==> src/rtl/fixed_comparator_tree_sched.sv <==
// Single-stage pairwise max-|x| layer: lane i competes with lane IN_SIZE-1-i, lower lane wins ties.
// Latency: combinational, zero cycles.
// Backpressure: none; pure function of its operands.
module fixed_comparator_tree_layer #(
    parameter int IN_SIZE  = 8,
    parameter int IN_WIDTH = 16
) (
    input  logic [IN_SIZE-1:0][IN_WIDTH-1:0]         op,
    output logic [(IN_SIZE+1)/2-1:0][IN_WIDTH-1:0]   win
);
    localparam int HALF = (IN_SIZE + 1) / 2;
    localparam logic [IN_WIDTH-1:0] ONE = IN_WIDTH'(1);

    // Unsigned magnitude, so the most negative value maps to 2^(W-1) without overflow.
    function automatic logic [IN_WIDTH-1:0] mag(input logic [IN_WIDTH-1:0] x);
        return x[IN_WIDTH-1] ? (~x + ONE) : x;
    endfunction

    always_comb begin
        for (int i = 0; i < HALF; i++) begin
            if (mag(op[i]) >= mag(op[IN_SIZE-1-i]))
                win[i] = op[i];
            else
                win[i] = op[IN_SIZE-1-i];
        end
    end
endmodule

// Folding max-|x| finder with outlier flag: one comparator layer reused once per pass.
// Latency: result valid $clog2(IN_SIZE) cycles (min 1) after the input handshake.
// Backpressure: result held in DONE until data_out_ready; input accepted only in IDLE.
module fixed_comparator_tree_sched #(
    parameter int IN_SIZE  = 8,
    parameter int IN_WIDTH = 16
) (
    input  logic                              clk,
    input  logic                              rst_n,
    input  logic [IN_SIZE-1:0][IN_WIDTH-1:0]  data_in,
    input  logic                              data_in_valid,
    output logic                              data_in_ready,
    input  logic [IN_WIDTH-1:0]               threshold,
    output logic [IN_WIDTH-1:0]               data_out,
    output logic                              data_out_valid,
    input  logic                              data_out_ready,
    output logic                              outlier,
    output logic                              busy
);
    localparam int HALF = (IN_SIZE + 1) / 2;
    localparam int CW   = $clog2(IN_SIZE + 1);
    localparam logic [IN_WIDTH-1:0] ONE = IN_WIDTH'(1);

    typedef enum logic [1:0] {IDLE, REDUCE, DONE} state_t;

    state_t                           state, state_nxt;
    logic [IN_SIZE-1:0][IN_WIDTH-1:0] vec_q;
    logic [IN_SIZE-1:0][IN_WIDTH-1:0] op;
    logic [HALF-1:0][IN_WIDTH-1:0]    win;
    logic [CW-1:0]                    cnt_q, cnt_nxt;
    logic [IN_WIDTH-1:0]              thr_q, win_mag;
    logic                             accept, last_pass;

    assign accept    = data_in_valid && data_in_ready;
    assign cnt_nxt   = (cnt_q >> 1) + CW'(cnt_q[0]);
    assign last_pass = (state == REDUCE) && (cnt_nxt == CW'(1));
    assign win_mag   = win[0][IN_WIDTH-1] ? (~win[0] + ONE) : win[0];

    fixed_comparator_tree_layer #(
        .IN_SIZE  (IN_SIZE),
        .IN_WIDTH (IN_WIDTH)
    ) u_layer (
        .op  (op),
        .win (win)
    );

    always_ff @(posedge clk or negedge rst_n) begin
        if (!rst_n)
            state <= IDLE;
        else
            state <= state_nxt;
    end

    always_comb begin
        state_nxt = state;
        case (state)
            IDLE:    if (data_in_valid)  state_nxt = REDUCE;
            REDUCE:  if (last_pass)      state_nxt = DONE;
            DONE:    if (data_out_ready) state_nxt = IDLE;
            default:                     state_nxt = IDLE;
        endcase
    end

    always_comb begin
        data_in_ready  = (state == IDLE);
        data_out_valid = (state == DONE);
        busy           = (state != IDLE);
    end

    // Fold the live prefix onto itself; an odd middle element meets a zero lane and survives.
    always_comb begin
        op = '0;
        for (int i = 0; i < HALF; i++) begin
            if (2 * i + 1 < int'(cnt_q)) begin
                op[i] = vec_q[i];
                for (int j = 0; j < IN_SIZE; j++)
                    if (i + j + 1 == int'(cnt_q))
                        op[IN_SIZE-1-i] = vec_q[j];
            end else if (2 * i + 1 == int'(cnt_q)) begin
                op[i] = vec_q[i];
            end
        end
    end

    always_ff @(posedge clk or negedge rst_n) begin
        if (!rst_n) begin
            vec_q    <= '0;
            cnt_q    <= '0;
            thr_q    <= '0;
            data_out <= '0;
            outlier  <= 1'b0;
        end else if (accept) begin
            vec_q <= data_in;
            cnt_q <= CW'(IN_SIZE);
            thr_q <= threshold;
        end else if (state == REDUCE) begin
            for (int i = 0; i < HALF; i++)
                vec_q[i] <= (i < int'(cnt_nxt)) ? win[i] : '0;
            for (int i = HALF; i < IN_SIZE; i++)
                vec_q[i] <= '0;
            cnt_q <= cnt_nxt;
            if (last_pass) begin
                data_out <= win[0];
                outlier  <= (win_mag >= thr_q);
            end
        end
    end
endmodule

==> config.mk <==
export PLATFORM = sky130hd
export DESIGN_NAME = fixed_comparator_tree_sched
export DESIGN_NICKNAME = d
export VERILOG_FILES = /design/src/rtl/fixed_comparator_tree_sched.sv
export SDC_FILE = /design/constraint.sdc
export NUM_CORES = 1
export LEC_CHECK = 0
export CAP_MARGIN = 10
export CORE_ASPECT_RATIO = 1.5
export CORE_UTILIZATION = 25
export CTS_BUF_LIST = sky130_fd_sc_hd__clkbuf_16
export CTS_CLUSTER_SIZE = 24
export DETAILED_ROUTE_END_ITERATION = 6
export PLACE_DENSITY = 0.5
export SETUP_SLACK_MARGIN = 0.02
export SYNTH_ARGS = -nofsm -noshare
export SYNTH_HDL_FRONTEND = slang
export SYNTH_HIERARCHICAL = 1
export SYNTH_SLANG_ARGS = --single-unit
==> constraint.sdc <==
create_clock -name clk -period 17.2 [get_ports clk]
set_input_delay 4.3 -clock clk [delete_from_list [all_inputs] [get_ports clk]]
set_output_delay 4.3 -clock clk [all_outputs]
set_load 0.005 [all_outputs]
==> out/metrics.cfg, run 1 <==
[layout]
nNetsFinal=2318
syn2layout_area_growth_pct=18.9
drive_above_1_share_pct=8.04

[critical_path]
cpMaxStageDelayCell=o31ai_1
rr_worst_depth=29
cp_common_cell=ha_1
critPathArrivalTime_ps=9700
reg2reg_slack_ps=7880
startpoint_type=flop
reg2reg_to=outlier$_DFFE_PN0P_
r2r-start=cnt_q[1]$_DFFE_PN0P_
criticalPathCategory=flop to flop
cp_slowest_stage_delay_ps=610
cp_max_fo=43
cp.required_ps=17590
endpoint_kind=flop

[sta]
finalHoldViolCount=0
tightest_slew_ps=1260
relSlewSlack_pct=15.4
max_freq_mhz=107
period_needed_ps=9320
clock_skew_ps=21.5
holdWs_ps=499
setup_viol=0
slew_violations=0
finalCritPeriodShare_pct=54.2
rsz0062_at_grt=no
fin_setup_tns_ps=0

[synthesis]
yosysWarningCount=6
synth_most_common_cell=nand2_1
yosys.area.top_type=dfrtp_1
synth_area_leaders=dfrtp_1 26%, nand2_1 8.2%, ha_1 7.4%
syn-num-nets=2242
ys_ff_latch=167
synthCells=2000
async_flop_share_pct=100
syn_area_um2=15800
synth_cell_types=63
synth_flop_cell=dfrtp_1
synth-edff-count=0
yosys.area.top_type_share_pct=26.5
syn_avg_cell_area_um2=7.90
yosys-top-cells-count=344 x nand2_1, 170 x o21ai_0, 167 x dfrtp_1, 94 x ha_1, 93 x clkbuf_1
seq_area_frac_synth_pct=26.5

[min_path]
hold_class=flop to flop
min-delay-start=thr_q[0]$_DFFE_PN0P_
worstHoldPathCells=2
whs_endpoint=thr_q[0]$_DFFE_PN0P_

[clock_network]
postCtsSetupRepairBufs=0
cts.sinks=167
cts_resized=0
cts_tree=yes
cts_htree_levels=4
root_buffer=clkbuf_16
cts_made_buffers=17
cts-hold-fix-buffers=0
cts.reportedPaths.clkPinSlew_ps=70
worstSkewPairLatency_ps=520
cts_buffer_depth=2

[grt]
grt-busiest-layer=met2
grt_max_degree=86
grt_use_met2_pct=44.6
grt.overflow.total=0
grt_pass1_wl_mm=112
grt_pass1_vias=16600
antenna_found_initial=0
grt_util_met1_pct=25.5
track_usage_pct=24.0
use_met3_pct=3.18

[routing]
drc_errors=0
first_iter_violations=1412
drt-vias-per-instance=5.67
wl_per_cell_um=26.7
first_pass_iters=6
ant_nets=0
wl_mm=77.1
vias=16400

[power_and_ir_drop]
total_power_mw=4.60
p_leak_nw=7.76
power.density_nw_per_um2=245
vdd_drop_max_v=0.000141

[run_status]
status=completed

[die]
die_w_um=207
boundaryPins=168
dieArea_um2=64200
coreArea_um2=62400
placementRows=112
initial_utilization_pct=25.3
fp.dieH_um=310

[placement]
port_buffers=167
gp_congestion=0.940
hpwl_mm=59.6

[job]
maxCapViolCount=0

[placed cells by master (no fill, tap or decap), types with 7 or more instances in the layout]
cell type / Yosys / routed
nand2_1: 344 / 343
o21ai_0: 170 / 169
dfrtp_1: 167 / 167
clkdlybuf4s50_1: 0 / 166
ha_1: 94 / 92
nand3_1: 86 / 86
a21oi_1: 87 / 86
inv_1: 81 / 82
a22oi_1: 76 / 76
xnor2_1: 69 / 69
mux2_2: 68 / 68
o31ai_1: 64 / 63
a221oi_1: 60 / 60
nor2_1: 52 / 51
nor2b_1: 54 / 51
xor2_1: 49 / 49
buf_4: 0 / 37
o22ai_1: 34 / 34
and3_1: 33 / 33
a221o_1: 31 / 31
nand2b_1: 29 / 28
nor3_1: 22 / 22
and2_1: 22 / 21
or4_1: 20 / 20
clkbuf_16: 0 / 17
mux2i_1: 16 / 16
a222oi_1: 16 / 16
and4b_1: 14 / 14
o41ai_1: 13 / 13
nor4_1: 10 / 10
and4_1: 8 / 8
or3_1: 7 / 7
[routing by layer]
layer / share of wire (%) / routed length, um
met2: 52 / 40500
met4: 6.3 / 4830
met5: 0 / 0
met3: 4.1 / 3160
met1: 37 / 28600
[registers in the layout, summed over array words and instances (netlist names)]
| name | flops |
|---|---|
| outlier | 1 |
| data_out | 16 |
| thr_q | 16 |
| state | 2 |
| vec_q | 128 |
| cnt_q | 4 |
[metrics by stage]
step | util (%) | setup WS (ps) | instances | instance area [um^2]
floorplan | - | 9820 | 2000 | 15800
global placement | 29.2 | 8010 | 2855 | 18200
detailed placement | 29.2 | 7900 | 2855 | 18200
CTS | 30.1 | 7850 | 2887 | 18800
global route | 30.1 | 7250 | 2887 | 18800
finish | 30.1 | 7880 | 2892 | 18800
[cells by family after synthesis]
group / after synthesis / share of synthesized area [%]
buf+inv: 229 / 5.72
xor+xnor: 118 / 6.55
fa+ha+maj: 94 / 7.45
simple gates: 723 / 22.6
flops: 167 / 26.5
compound gates: 585 / 25.4
mux: 84 / 5.86
[power breakdown]
part           total [mW]  internal (mW)  switching (mW)
Combinational        3.32           1.27            2.04
Clock               0.406          0.214           0.193
Sequential          0.878          0.552           0.326
[area by class of cell]
cell class | count | area [um^2]
Antenna cell | 5 | 12.5
Clock buffer | 17 | 425
Clock inverter | 15 | 151
Fill cell | 6677 | 43600
Inverter | 82 | 308
Multi-Input combinational cell | 1604 | 10700
Sequential cell | 167 | 4180
Tap cell | 798 | 998
Timing Repair Buffer | 204 | 1950
[worst max-delay path: cells and delay by family (launching register included)]
| family | cells | cell delay, ps |
|---|---|---|
| DFF | 1 | 490 |
| and+or+nand+nor | 10 | 3070 |
| muxes | 1 | 480 |
| xor gates and xnor gates | 2 | 350 |
| adders and majority gates | 4 | 1360 |
| buffers and inverters | 5 | 1570 |
| AOI/OAI and AO/OA | 7 | 1810 |
[worst max path at each step]
stage | start | endpoint | cells past startpoint
floorplan | cnt_q[1]$_DFFE_PN0P_ | outlier$_DFFE_PN0P_ | 27
global placement | cnt_q[1]$_DFFE_PN0P_ | outlier$_DFFE_PN0P_ | 29
detailed placement | cnt_q[1]$_DFFE_PN0P_ | outlier$_DFFE_PN0P_ | 29
CTS | cnt_q[1]$_DFFE_PN0P_ | outlier$_DFFE_PN0P_ | 29
global route | cnt_q[1]$_DFFE_PN0P_ | outlier$_DFFE_PN0P_ | 29
finish | cnt_q[1]$_DFFE_PN0P_ | outlier$_DFFE_PN0P_ | 29
Power figures use the tool's default switching activity.
==> run 2, diff against run 1 <==
- clock period: 17.2 -> 8.6 ns (I/O delays scaled with it)
==> run 2 against run 1 <==
Sequential cell count stayed put. Die area stayed put. First-iteration DRC count is 9.0% higher. Power is 100% higher. Global-route usage is 0.48 points lower. Critical path type unchanged. Critical endpoint is now vec_q[45]$_DFFE_PN0P_. Largest cell class unchanged.
==> out/metrics.cfg, run 2 (synthesized netlist as in run 1, its figures left out) <==
[critical_path]
critPathArrivalTime_ps=8550
criticalPathCategory=flop to flop
cp_max_fo=34
startpoint_type=flop
endpoint_kind=flop
cp.required_ps=8990
rr_worst_depth=18

[sta]
holdWs_ps=497
tightest_slew_ps=1260
relSlewSlack_pct=15.9
max_freq_mhz=123
period_needed_ps=8160
slew_violations=0
fin_ws_ps=440
fin_setup_tns_ps=0
setup_viol=0
clock_skew_ps=16.5
finalHoldViolCount=0
finalCritPeriodShare_pct=94.9
rsz0062_at_grt=no

[routing]
vias=16600
ant_nets=0
wl_per_cell_um=26.1
first_pass_iters=5
drt-vias-per-instance=5.71
first_iter_violations=1539
drc_errors=0
wl_mm=76.0

[placement]
placedCellCount=2872
port_buffers=167
hpwl_mm=58.8
gp_congestion=1.04
pre_cts_ws_ps=536

[power_and_ir_drop]
p_leak_nw=7.85
power.density_nw_per_um2=490
vdd_drop_max_v=0.000271

[die]
placementRows=112
fp.dieH_um=310
initial_utilization_pct=25.3
coreArea_um2=62400
die_w_um=207
boundaryPins=168
dieArea_um2=64200

[layout]
layoutNonFillerInstCount=2907
largest_register_ffs=128
largestRegisters=vec_q x128, data_out x16, thr_q x16
mostFrequentLayoutCells=343 x nand2_1, 169 x o21ai_0, 167 x dfrtp_1
nNetsFinal=2337
final_common_cell=nand2_1
top_register=vec_q
syn2layout_area_growth_pct=19.8
drive_above_1_share_pct=9.16
final_core_util_pct=30.3
fill_cells=6640

[clock_network]
cts_tree=yes
root_buffer=clkbuf_16
cts.reportedPaths.clkPinSlew_ps=70
cts_made_buffers=17
cts_buffer_depth=2
cts-hold-fix-buffers=0
worstSkewPairLatency_ps=510
cts.sinks=167
cts_htree_levels=4

[grt]
antenna_found_initial=0
grt_pass1_vias=16500
grt.overflow.total=0
grt_pass1_wl_mm=111
track_usage_pct=23.5
grt_max_degree=106

[job]
maxCapViolCount=0

[min_path]
worstHoldPathCells=2
hold_class=flop to flop

[run_status]
status=completed

-- run 2: changes by cell type in the layout (fill, tap and decap cells not counted), moves of 2 or more --
| cell | delta |
|---|---|
| mux2i_1 | -2 |
| bufinv_16 | -2 |
| mux2i_2 | +2 |
| o31ai_1 | -2 |
| inv_8 | +2 |
| buf_4 | +15 |
| clkinv_1 | -2 |
| o31ai_2 | +2 |
| buf_6 | +2 |
| buf_12 | +2 |
| diode_2 | -4 |
-- run 2: layout make-up --
| class | count | area (um^2) | area share, % |
|---|---|---|---|
| clock buffers | 17 | 425 | 2.25 |
| well taps | 798 | 998 | 5.28 |
| diodes | 1 | 2.50 | 0.0132 |
| clock inverters | 15 | 125 | 0.661 |
| repair buffers | 223 | 2130 | 11.2 |
| inverters | 82 | 308 | 1.63 |
| flip-flops and latches | 167 | 4180 | 22.1 |
| multi-input cells | 1604 | 10800 | 56.9 |
-- run 2: through the flow --
step / power [mW] / instance area, um^2
4_1_cts: 9.18 / 18900
2_1_floorplan: 6.10 / 15800
6_report: 9.27 / 18900
5_1_grt: 9.95 / 18900
3_3_place_gp: 8.28 / 18300
3_5_place_dp: 8.37 / 18300
-- run 2: worst max-delay path, cell delays in order, from the launching register on --
cell and delay (ps):
dfrtp_1 510, ha_1 440, buf_4 420, inv_1 300, nor2_1 490, nor2_1 350, a221oi_1 960, o21ai_0 480
or3_1 510, or4_1 460, nand2b_1 210, or4_1 500, ha_1 320, and4_1 220, o211ai_1 80, or4_1 390
nand3_1 620, mux2_2 420, a221o_1 330
-- run 2: power by group --
| group | internal, mW | switching (mW) | leakage (nW) | total, mW |
|---|---|---|---|---|
| clock | 0.376 | 0.391 | 0.278 | 0.767 |
| combinational | 2.65 | 4.13 | 5.39 | 6.78 |
| sequential | 1.10 | 0.629 | 2.19 | 1.73 |
-- run 2: layer usage --
metal / vias to the layer above / wire length (um) / GRT usage (%)
li1: 7539 / - / -
met1: 8212 / 27700 / 24.7
met2: 644 / 39500 / 43.3
met3: 216 / 3400 / 3.44
met4: 0 / 5440 / 16.6
met5: - / 0 / 0
-- run 2: worst paths after layout --
| kind | startpoint | to | slack (ps) |
|---|---|---|---|
| worst max register to register | cnt_q[1]$_DFFE_PN0P_ | vec_q[45]$_DFFE_PN0P_ | 440 |
| worst max-delay path | cnt_q[1]$_DFFE_PN0P_ | vec_q[45]$_DFFE_PN0P_ | 440 |
| worst min register to register | data_out[1]$_DFFE_PN0P_ | data_out[1]$_DFFE_PN0P_ | 500 |
| min in group asynchronous | rst_n | vec_q[57]$_DFFE_PN0P_ | 1610 |
| max in group asynchronous | rst_n | state[0]$_DFFE_PN0P_ | 5690 |
| worst min-delay path | data_out[1]$_DFFE_PN0P_ | data_out[1]$_DFFE_PN0P_ | 500 |
-- run 2: timing repair --
action,in CTS,in global routing
setup buffers,0,0
resized for setup,0,7
endpoints found under the setup margin,0,1
